**src/rtl/axis_write_2d.sv**
```systemverilog
// ---------------------------------------------------------------------------
// axis_write_2d
//   Turns an incoming data stream into AXI write bursts that cover a 2-D
//   region: `rows` rows of `len` beats each, row r starting at
//   start + r*stride.
//
//   A job is programmed over a small config bus. A word at CFG_ADDR carrying
//   CFG_ID starts the job. Four words at CFG_DATA then follow, in this order:
//   start address (bytes), row length (beats), row stride (bytes), row count.
//
// Handshakes: every channel is valid/ready. A transfer happens on a rising
// clk edge where both valid and ready are high. A source holds valid and its
// payload steady until that edge.
//
// Ports
//   clk, rst                    system clock, synchronous active-high reset
//   cfg_addr/cfg_data/cfg_valid config bus (registered before decode)
//   axi_aw*                     AXI write address channel (master side)
//   axi_w*                      AXI write data channel (master side)
//   data/valid/ready            input stream, passed through to axi_wdata
//   busy                        high while a job is configured or running
//   state_dbg                   one-hot FSM state, for observation only
//
// Build option
//   AXIS_WRITE_2D_BOUNDARY_EN : when defined, bursts are also split so that
//   none crosses a 4 KiB boundary. This assumes the start address and stride
//   are beat-aligned.
// ---------------------------------------------------------------------------
module axis_write_2d #(
  parameter int CFG_ID         = 1,
  parameter int CFG_ADDR       = 23,
  parameter int CFG_DATA       = 24,
  parameter int CFG_AWIDTH     = 5,
  parameter int CFG_DWIDTH     = 32,
  parameter int AXI_LEN_WIDTH  = 8,
  parameter int AXI_ADDR_WIDTH = 32,
  parameter int AXI_DATA_WIDTH = 32,
  parameter int BURST_MAX      = 16,
  parameter int LEN_AWIDTH     = 3
) (
  input  logic                      clk,
  input  logic                      rst,
  input  logic [CFG_AWIDTH-1:0]     cfg_addr,
  input  logic [CFG_DWIDTH-1:0]     cfg_data,
  input  logic                      cfg_valid,
  input  logic                      axi_awready,
  output logic [AXI_ADDR_WIDTH-1:0] axi_awaddr,
  output logic [AXI_LEN_WIDTH-1:0]  axi_awlen,
  output logic                      axi_awvalid,
  output logic                      axi_wlast,
  output logic [AXI_DATA_WIDTH-1:0] axi_wdata,
  output logic                      axi_wvalid,
  input  logic                      axi_wready,
  input  logic [AXI_DATA_WIDTH-1:0] data,
  input  logic                      valid,
  output logic                      ready,
  output logic                      busy,
  output logic [3:0]                state_dbg
);

  localparam int DEPTH = 1 << LEN_AWIDTH;
  localparam int LOG2B = $clog2(AXI_DATA_WIDTH / 8);
  localparam int BW    = AXI_LEN_WIDTH + 1;  // width of a burst beat count

  typedef enum logic [3:0] {
    S_IDLE   = 4'b0001,
    S_CONFIG = 4'b0010,
    S_ISSUE  = 4'b0100,
    S_DRAIN  = 4'b1000
  } state_t;

  state_t r_state, w_state_next;

  // registered config bus
  logic [CFG_AWIDTH-1:0] r_cfg_addr;
  logic [CFG_DWIDTH-1:0] r_cfg_data;
  logic                  r_cfg_valid;
  logic [1:0]            r_word_idx;

  // job parameters and issue progress
  logic [AXI_ADDR_WIDTH-1:0] r_start, r_stride, r_row_addr, r_cur_addr;
  logic [CFG_DWIDTH-1:0]     r_len, r_beats_left, r_rows_left;
  logic [BW-1:0]             r_cur_beats;  // beats of the burst on the AW bus
  logic [AXI_ADDR_WIDTH-1:0] r_awaddr;
  logic [AXI_LEN_WIDTH-1:0]  r_awlen;
  logic                      r_awvalid;

  // burst-length queue and beat counter
  logic [AXI_LEN_WIDTH-1:0]  r_q [DEPTH];
  logic [LEN_AWIDTH-1:0]     r_wr_ptr, r_rd_ptr;
  logic [LEN_AWIDTH:0]       r_count, w_count_next;
  logic [AXI_LEN_WIDTH-1:0]  r_beat;

  logic                      w_start_hit, w_data_hit, w_last_word, w_zero_job;
  logic                      w_aw_fire, w_final_burst, w_row_end;
  logic                      w_push, w_pop, w_w_fire, w_full, w_nonempty;
  logic [BW-1:0]             w_burst_beats, w_len_m1;
  logic [AXI_ADDR_WIDTH-1:0] w_burst_bytes, w_next_row;

  assign w_start_hit = r_cfg_valid && (r_cfg_addr == CFG_AWIDTH'(CFG_ADDR)) &&
                       (r_cfg_data == CFG_DWIDTH'(CFG_ID));
  assign w_data_hit  = r_cfg_valid && (r_cfg_addr == CFG_AWIDTH'(CFG_DATA));
  assign w_last_word = w_data_hit && (r_word_idx == 2'd3);
  // The row count arrives on the last word itself, so it is tested live.
  assign w_zero_job  = (r_len == '0) || (r_cfg_data == '0);

  assign w_aw_fire     = r_awvalid && axi_awready;
  assign w_row_end     = (r_beats_left == CFG_DWIDTH'(r_cur_beats));
  assign w_final_burst = w_row_end && (r_rows_left == CFG_DWIDTH'(1));
  assign w_burst_bytes = AXI_ADDR_WIDTH'(r_cur_beats) << LOG2B;
  assign w_next_row    = r_row_addr + r_stride;
  assign w_len_m1      = w_burst_beats - BW'(1);

`ifdef AXIS_WRITE_2D_BOUNDARY_EN
  localparam int CW = (BW > 13) ? BW : 13;
  logic [12:0] w_to_4k_bytes, w_to_4k_beats;
  assign w_to_4k_bytes = 13'h1000 - {1'b0, r_cur_addr[11:0]};
  assign w_to_4k_beats = w_to_4k_bytes >> LOG2B;
`endif

  // Burst size: min(BURST_MAX, beats left in the row[, beats left in 4 KiB page])
  always_comb begin
    w_burst_beats = BW'(BURST_MAX);
    if (r_beats_left < CFG_DWIDTH'(BURST_MAX)) w_burst_beats = BW'(r_beats_left);
`ifdef AXIS_WRITE_2D_BOUNDARY_EN
    if (CW'(w_to_4k_beats) < CW'(w_burst_beats)) w_burst_beats = BW'(w_to_4k_beats);
`endif
  end

  // ---- FSM: state register ----
  always_ff @(posedge clk) begin
    if (rst) r_state <= S_IDLE;
    else     r_state <= w_state_next;
  end

  // ---- FSM: next state ----
  always_comb begin
    w_state_next = r_state;
    case (r_state)
      S_IDLE:   if (w_start_hit) w_state_next = S_CONFIG;
      S_CONFIG: if (w_last_word) w_state_next = w_zero_job ? S_IDLE : S_ISSUE;
      S_ISSUE:  if (w_aw_fire && w_final_burst) w_state_next = S_DRAIN;
      S_DRAIN:  if (w_count_next == '0) w_state_next = S_IDLE;
      default:  w_state_next = S_IDLE;
    endcase
  end

  // ---- FSM: outputs ----
  always_comb begin
    busy = 1'b0;
    case (r_state)
      S_CONFIG, S_ISSUE, S_DRAIN: busy = 1'b1;
      default:                    busy = 1'b0;
    endcase
  end
  assign state_dbg = r_state;

  // ---- config capture and AW issue ----
  always_ff @(posedge clk) begin
    if (rst) begin
      r_cfg_addr   <= '0;
      r_cfg_data   <= '0;
      r_cfg_valid  <= 1'b0;
      r_word_idx   <= '0;
      r_start      <= '0;
      r_len        <= '0;
      r_stride     <= '0;
      r_row_addr   <= '0;
      r_cur_addr   <= '0;
      r_beats_left <= '0;
      r_rows_left  <= '0;
      r_cur_beats  <= '0;
      r_awaddr     <= '0;
      r_awlen      <= '0;
      r_awvalid    <= 1'b0;
    end else begin
      r_cfg_addr  <= cfg_addr;
      r_cfg_data  <= cfg_data;
      r_cfg_valid <= cfg_valid;

      if (r_state == S_IDLE) r_word_idx <= '0;
      if (r_state == S_CONFIG && w_data_hit) begin
        r_word_idx <= r_word_idx + 2'd1;
        case (r_word_idx)
          2'd0: r_start  <= AXI_ADDR_WIDTH'(r_cfg_data);
          2'd1: r_len    <= r_cfg_data;
          2'd2: r_stride <= AXI_ADDR_WIDTH'(r_cfg_data);
          default: begin
            r_row_addr   <= r_start;
            r_cur_addr   <= r_start;
            r_beats_left <= r_len;
            r_rows_left  <= r_cfg_data;
          end
        endcase
      end

      // Address and length are loaded only while awvalid is low, so they
      // stay stable for the whole time the burst waits for awready.
      if (w_aw_fire) begin
        r_awvalid <= 1'b0;
        if (w_row_end) begin
          r_rows_left  <= r_rows_left - CFG_DWIDTH'(1);
          r_row_addr   <= w_next_row;
          r_cur_addr   <= w_next_row;
          r_beats_left <= r_len;
        end else begin
          r_beats_left <= r_beats_left - CFG_DWIDTH'(r_cur_beats);
          r_cur_addr   <= r_cur_addr + w_burst_bytes;
        end
      end else if (r_state == S_ISSUE && !r_awvalid && !w_full) begin
        r_awvalid   <= 1'b1;
        r_awaddr    <= r_cur_addr;
        r_awlen     <= w_len_m1[AXI_LEN_WIDTH-1:0];
        r_cur_beats <= w_burst_beats;
      end
    end
  end

  assign axi_awaddr  = r_awaddr;
  assign axi_awlen   = r_awlen;
  assign axi_awvalid = r_awvalid;

  // ---- burst-length queue: one entry per accepted AW burst ----
  assign w_nonempty = (r_count != '0);
  assign w_full     = (r_count == (LEN_AWIDTH + 1)'(DEPTH));
  assign w_push     = w_aw_fire;
  assign w_w_fire   = axi_wvalid && axi_wready;
  assign w_pop      = w_w_fire && axi_wlast;

  always_comb begin
    w_count_next = r_count;
    case ({w_push, w_pop})
      2'b10:   w_count_next = r_count + 1'b1;
      2'b01:   w_count_next = r_count - 1'b1;
      default: w_count_next = r_count;
    endcase
  end

  always_ff @(posedge clk) begin
    if (w_push) r_q[r_wr_ptr] <= r_awlen;
  end

  always_ff @(posedge clk) begin
    if (rst) begin
      r_wr_ptr <= '0;
      r_rd_ptr <= '0;
      r_count  <= '0;
      r_beat   <= '0;
    end else begin
      r_count <= w_count_next;
      if (w_push) r_wr_ptr <= r_wr_ptr + 1'b1;
      if (w_pop)  r_rd_ptr <= r_rd_ptr + 1'b1;
      if (w_w_fire) r_beat <= axi_wlast ? '0 : r_beat + 1'b1;
    end
  end

  // The data path is a pass-through gated by "a burst has been granted".
  assign axi_wdata  = data;
  assign axi_wvalid = valid && w_nonempty;
  assign ready      = axi_wready && w_nonempty;
  assign axi_wlast  = w_nonempty && (r_beat == r_q[r_rd_ptr]);

endmodule
```
**config.mk**
```make
export PLATFORM = sky130hd
export DESIGN_NAME = axis_write_2d
export DESIGN_NICKNAME = d
export VERILOG_FILES = /design/src/rtl/axis_write_2d.sv
export SDC_FILE = /design/constraint.sdc
export NUM_CORES = 1
export LEC_CHECK = 0
export ABC_AREA = 0
export CAP_MARGIN = 20
export CORE_MARGIN = 8
export CORE_UTILIZATION = 47
export CTS_BUF_LIST = sky130_fd_sc_hd__clkbuf_4 sky130_fd_sc_hd__clkbuf_8
export DETAILED_ROUTE_END_ITERATION = 12
export GPL_TIMING_DRIVEN = 0
export PLACE_DENSITY = 0.69
export SYNTH_ARGS = -nofsm -noshare
export SYNTH_HDL_FRONTEND = slang
export SYNTH_SLANG_ARGS = --single-unit
```
**constraint.sdc**
```tcl
create_clock -name clk -period 3.9 [get_ports clk]
set_clock_uncertainty 0.2 [all_clocks]
set_input_delay 0.78 -clock clk [delete_from_list [all_inputs] [get_ports clk]]
set_output_delay 0.78 -clock clk [all_outputs]
set_load 0.01 [all_outputs]
```
==> impl_metrics.py, run 1 <==
metrics = {
    "sta": {
        "hold_slack_ns": 0.2557,
        "setup_ws_ns": -0.1142,
        "max_freq_mhz": 249.1,
        "worst_slew_pin_slew_ns": 1.076,
        "rsz0062_at_grt": "true",
        "drv_slew": 0,
        "maxSlewHeadroom_pct": 28.26,
        "period_share_pct": 102.9,
        "finalCriticalPeriod_ns": 4.014,
        "finalHoldViolCount": 0,
        "setup_viol": 2,
    },
    "global_route": {
        "antenna_found_initial": 0,
        "grtUsageMet2_pct": 45.06,
        "grt_max_degree": 12,
        "grtUsageTotal_pct": 29.06,
        "grt.busiest_layer": "met2",
        "grt_overflow": 0,
        "grt_pass1_wl_um": 107300,
        "use_met3_pct": 7.695,
        "first_global_vias": 18290,
        "use_met1_pct": 36.90,
    },
    "placed_design": {
        "dp_hpwl_um": 52500,
        "port_buffers": 122,
        "place.gp.congestion": 1.034,
        "dpl.cell_count": 2941,
        "pre_cts_ws_ns": -1.413,
        "place_area_um2": 21600,
    },
    "cells_and_area": {
        "area_growth_pct": 19.98,
        "multi_input_area_um2": 10160,
        "fillers": 3735,
        "regArea_um2": 8712,
        "layout.cells.non_filler": 3086,
        "design_area_um2": 23510,
        "nets": 2632,
        "drive_gt1_share_pct": 10.72,
    },
    "critical_path": {
        "cp_max_fo": 7,
        "worstPathRequired_ns": 4.21,
        "crit_type": "flop to flop",
        "crit_arrival_ns": 4.33,
        "cp-end-kind": "flop",
        "worstSetupStartpointType": "flop",
    },
    "synthesis": {
        "synth_edf_count": 64,
        "ys_seq_area_share_pct": 44.45,
        "ys_warn_count": 0,
        "ys_types": 82,
        "synth_cells": 2273,
        "ys_async_sr_fraction_pct": 0,
        "synth_commonest_cells": "dfxtp_1 (339), nand2_1 (323), a21oi_1 (269)",
        "ys.flop_type": "dfxtp_1",
        "yosys-top-cells-area": "dfxtp_1 (35%), edfxtp_1 (9.8%), a21oi_1 (6.9%), nand2_1 (6.2%), ha_1 (4.0%)",
        "ys_ff_latch": 403,
        "synth_top_area_cell": "dfxtp_1",
        "synth.cell_area_um2": 19590,
        "synth_fp_nets": 2414,
        "avgSynthCellArea_um2": 8.619,
        "synth_most_common_cell": "dfxtp_1",
        "synth_top_area_share_pct": 34.64,
    },
    "floorplan": {
        "start_util_pct": 47.12,
        "die_w_um": 220.2,
        "fp.coreArea_um2": 41570,
        "rows": 75,
        "io_pins": 156,
        "dieArea_um2": 48470,
        "die_h_um": 220.2,
    },
    "cts": {
        "cts_buffers": 68,
        "cts_hold_buf": 0,
        "h-tree-depth": 3,
        "clk_pin_slew_ns": 0.06,
        "worst_skew_pair.late_latency_ns": 0.63,
        "tritoncts": "built",
        "cts_root_buf": "clkbuf_8",
        "clk_path_buf_depth": 3,
        "clock-sinks": 403,
    },
    "min_path": {
        "hold_class": "flop to flop",
    },
    "routing": {
        "wl_per_cell_um": 23.22,
        "first_pass_iters": 6,
        "drt_wl_total_um": 71650,
        "drt-initial-drc-count": 2098,
        "drc": 0,
        "vias": 18930,
        "ant_nets": 0,
        "vias_per_cell": 6.133,
    },
    "flow_run": {
        "maxCapViolations": 0,
    },
    "power_and_ir_drop": {
        "p_per_area_nw_per_um2": 374.7,
        "pwr-share-clk_pct": 48.1,
        "switchingPower_mw": 2.015,
        "p_seq_share_pct": 48.8,
        "p_sw_share_pct": 22.88,
        "internal-power_mw": 6.792,
        "ir_worst_vdd_v": 0.0002141,
        "p_leak_nw": 8.446,
        "comb_power_share_pct": 3.1,
    },
    "outcome": {
        "failed_checks": "setup timing",
        "status": "complete, but fails checks",
    },
}
[critical path, stage by stage (launching register included)]
cell and delay (ns):
dfxtp_2 0.36, buf_8 0.14, mux4_2 0.54, mux2i_4 0.19, xor2_1 0.16, nand3_1 0.14
nor4_4 0.39, nand2_2 0.11, inv_2 0.09, ha_4 0.14, xor2_2 0.14, ha_2 0.19
a21oi_2 0.04, xor2_1 0.23, nor2_2 0.08, xnor2_2 0.21, a31oi_4 0.14, nand2b_4 0.19
o41ai_4 0.22
[placed cells by master, fill, tap and decap left out, drive strengths merged, types with 20 or more instances in the layout]
cell and instances:
nand3 135, o21ai 79, xnor2 32, dfxtp 339
nor4 42, and3 20, buf 84, nand4 26
nor3 69, nor2 177, xor2 41, clkbuf 223
nor2b 45, a211oi 63, nand2 323, inv 31
ha 63, edfxtp 64, a21oi 269, a31oi 21
clkdlybuf4s50 121
[worst paths after layout]
path | start | endpoint | slack [ns] | cells past startpoint
hold / removal | r_start[25]$_SDFFE_PP0P_ | r_start[25]$_SDFFE_PP0P_ | 0.26 | 2
setup reg to reg | flop | state_dbg[0]$_SDFFE_PP1P_ | -0.11 | 18
hold reg to reg | r_start[25]$_SDFFE_PP0P_ | r_start[25]$_SDFFE_PP0P_ | 0.26 | 2
setup / recovery | flop | state_dbg[0]$_SDFFE_PP1P_ | -0.11 | 18
[final cells by class]
type / count / share of cell area (%)
inverter: 29 / 0.4631
antenna: 1 / 0.01065
sequential: 403 / 37.06
tap: 539 / 2.869
timing repair buffer: 149 / 6.090
buffer: 177 / 3.753
multi-input combinational: 1663 / 43.21
clock inverter: 22 / 0.9315
clock buffer: 103 / 5.605
[logic make-up after synthesis]
family,synth area share [%]
simple gates,22.34
compound gates,18.05
flops,44.45
buf+inv,4.803
xor+xnor,3.264
fa+ha+maj,4.330
mux,2.759
[registers in the layout, indices dropped and copies added (netlist names), 2 cells and up, named ones only]
register	cells
r_word_idx	2
r_rows_left	32
r_count	4
r_stride	32
r_start	32
r_cur_addr	32
r_rd_ptr	3
r_q	64
r_beats_left	32
r_cfg_data	32
r_cur_beats	9
r_cfg_addr	5
r_len	32
axi_awlen	8
state_dbg	4
axi_awaddr	32
r_beat	8
r_row_addr	32
r_wr_ptr	3
[metal layers]
metal	wire length, µm	up-vias	part of all wire, %
met5	0	-	0
met4	3629	0	5.1
met3	7530	219	11
met2	31400	1071	44
met1	29090	8975	41
li1	-	8660	-
[repair_timing]
item                       in CTS  in global routing
pin swaps                       9                  5
setup endpoints to repair      25                 49
buffers inserted               17                  9
gates resized for setup        44                 16
[power by group through the flow]
| stage | clock [mW] | combinational (mW) | sequential (mW) |
|---|---|---|---|
| floorplan | 0 | 0.117 | 4.34 |
| global placement | 0 | 0.258 | 4.38 |
| detailed placement | 0 | 0.261 | 4.38 |
| CTS | 4.28 | 0.269 | 4.29 |
| global route | 4.47 | 0.286 | 4.29 |
| finish | 4.24 | 0.272 | 4.29 |
[through the flow]
stage / total power [mW] / setup TNS (ns) / utilization (%)
final: 8.807 / -0.1413 / 56.54
after global routing: 9.044 / -0.7428 / 56.54
after detailed placement: 4.642 / -18.18 / 51.96
after global placement: 4.638 / -49.87 / 51.78
after CTS: 8.834 / -0.1647 / 56.37
after floorplan: 4.460 / 0 / -
Note: power is estimated with default switching activity, not from simulation.
==> inputs of run 2 (changes only) <==
Settings changed: CORE_ASPECT_RATIO set to 0.5.
==> run 2 against run 1 <==
Net effect: the flow still finishes with violations (setup timing); routed wire length rose by 0.55%; cell count decreased by 0.19%; clock power is 8.5% lower; via count shrank 0.14%; fmax up 2.2%; register-to-register slack better by 0.08 ns; sequential cell count unchanged; count of clock-buffer cells in the layout shrank 21; first-iteration DRC count is 23% higher; critical path type unchanged; largest cell class unchanged; highest routed layer unchanged.
==> impl_metrics.py, run 2 (synthesized netlist as in run 1, its figures left out) <==
metrics = {
    "global_route": {
        "grt_max_degree": 17,
        "grtUsageTotal_pct": 28.23,
        "grt_pass1_wl_um": 107500,
        "grt_overflow": 0,
        "first_global_vias": 17480,
        "antenna_found_initial": 2,
    },
    "cts": {
        "cts_root_buf": "clkbuf_8",
        "h-tree-depth": 2,
        "clock-sinks": 403,
        "cts_buffers": 58,
        "clk_pin_slew_ns": 0.07,
        "worst_skew_pair.late_latency_ns": 0.66,
        "tritoncts": "built",
        "clk_path_buf_depth": 3,
    },
    "critical_path": {
        "crit_slowest_cell": "mux4_2",
        "cp_max_fo": 6,
        "crit_type": "flop to flop",
        "worstSetupStartpointType": "flop",
        "cp-end-kind": "flop",
        "critPathMaxStageDelay_ns": 0.53,
        "worstPathRequired_ns": 4.25,
        "worst_path_dominant_cell_family": "XOR/XNOR gates",
        "rrSetupSlack_ns": -0.03,
        "path_buf_inv": 4,
        "crit_arrival_ns": 4.28,
        "cpMostUsedCell": "xor2_1",
        "crit_chain": "buf_6 > buf_12 > mux4_2 > mux2i_4 > xor2_1 > nand4_1 > nor4_4 > buf_4 > nand2_4 > inv_4 > ha_4 > xor2_1 > ha_2 > a21oi_2 > xor2_1 > nor2_1 > xnor2_1 > a31oi_2 > nand2b_4 > o41ai_2",
    },
    "floorplan": {
        "fp.coreArea_um2": 41580,
        "die_w_um": 304.7,
        "start_util_pct": 47.12,
        "io_pins": 156,
        "rows": 53,
        "dieArea_um2": 48870,
        "die_h_um": 160.4,
    },
    "cells_and_area": {
        "drive_gt1_share_pct": 9.529,
        "fillers": 3903,
        "multi_input_area_um2": 10070,
        "regArea_um2": 8712,
        "area_growth_pct": 18.63,
        "largest_register_ffs": 64,
        "final_common_cell": "dfxtp_1",
        "regMostFlops": "r_q",
        "nets": 2622,
        "final_cell_mix": "dfxtp_1 (336), nand2_1 (322), a21oi_1 (268)",
        "post-route-util_pct": 55.89,
    },
    "placed_design": {
        "dp_hpwl_um": 53350,
        "port_buffers": 122,
        "pre_cts_ws_ns": -1.010,
        "place.gp.congestion": 0.9929,
    },
    "min_path": {
        "hold_class": "flop to flop",
    },
    "routing": {
        "vias": 18900,
        "drc": 0,
        "vias_per_cell": 6.136,
        "first_pass_iters": 6,
        "wl_per_cell_um": 23.39,
        "ant_nets": 0,
        "drt-initial-drc-count": 2585,
        "drt_wl_total_um": 72040,
    },
    "sta": {
        "setup_viol": 1,
        "rsz0062_at_grt": "true",
        "drv_slew": 0,
        "period_share_pct": 100.8,
        "worst_slew_pin_slew_ns": 1.211,
        "finalHoldViolCount": 0,
        "finalCriticalPeriod_ns": 3.930,
        "setup_ws_ns": -0.02958,
        "maxSlewHeadroom_pct": 19.26,
        "max_freq_mhz": 254.5,
    },
    "outcome": {
        "status": "complete, but fails checks",
        "failed_checks": "setup timing",
    },
    "power_and_ir_drop": {
        "p_leak_nw": 8.332,
        "ir_worst_vdd_v": 0.0002257,
        "p_per_area_nw_per_um2": 363.3,
    },
    "flow_run": {
        "maxCapViolations": 0,
    },
}
[run 2: cell count changes in the layout (fill, tap and decap cells not counted), sizes merged]
cell           delta
buf               -2
bufbuf            +1
inv               +1
clkinvlp          -1
clkinv            +2
bufinv            +2
clkdlybuf4s15     +1
clkbuf           -21
[run 2: metal layers]
| layer | global-route usage [%] | wire length [µm] | vias to the layer above |
|---|---|---|---|
| li1 | - | - | 8628 |
| met1 | 40.15 | 31080 | 8972 |
| met2 | 40.94 | 29230 | 1126 |
| met3 | 7.989 | 9455 | 173 |
| met4 | 9.198 | 2273 | 0 |
| met5 | 0 | 0 | - |
[run 2: final cells by class]
type / instances / share of cell area, %
Tap cell: 550 / 2.961
Timing Repair Buffer: 148 / 6.235
Sequential cell: 403 / 37.49
Inverter: 29 / 0.4792
Multi-Input combinational cell: 1663 / 43.32
Clock buffer: 82 / 4.426
Clock inverter: 26 / 1.260
Buffer: 178 / 3.823
Antenna cell: 1 / 0.01077
[run 2: power breakdown]
part           internal (mW)  leakage [nW]  total (mW)  switching, mW
clock network           2.12         0.701        3.88           1.76
registers               4.23          3.37        4.29         0.0628
logic                  0.123          4.26       0.276          0.153
total                   6.47          8.33        8.44           1.98
[run 2: per-stage QoR]
step           total power [mW]  instance area, µm²   TNS (ns)  std cells  hold slack (ns)
6_report                  8.444               23240   -0.02958       3080           0.2536
5_1_grt                   8.675               23240    -0.6279       3080           0.2736
4_1_cts                   8.461               23160  -0.003512       3073           0.2537
3_5_place_dp              4.646               21620     -9.154       2953           0.2443
3_3_place_gp              4.641               21540     -31.44       2945           0.2382
2_1_floorplan             4.460               19630          0       2273           0.2319
[run 2: worst paths after layout]
path | endpoint | cells past startpoint | from
min reg2reg | axi_awaddr[19]$_SDFFE_PP0P_ | 2 | axi_awaddr[19]$_SDFFE_PP0P_
max | state_dbg[0]$_SDFFE_PP1P_ | 20 | flop
max reg2reg | state_dbg[0]$_SDFFE_PP1P_ | 20 | flop
min | axi_awaddr[19]$_SDFFE_PP0P_ | 2 | axi_awaddr[19]$_SDFFE_PP0P_
[run 2: worst min-delay path, delay by kind of cell, from the launching register on]
kind / cells / cell delay, ns
flip-flops: 1 / 0.31
AND/OR/NAND/NOR: 1 / 0.05
AO/OA/AOI/OAI: 1 / 0.05
[run 2: timing repair]
action / in CTS / in global routing
cloned: 1 / 0
setup buffers: 11 / 5
hold buffers: 0 / 0
pin swaps: 6 / 3
resized for setup: 27 / 15
endpoints found under the setup margin: 16 / 34
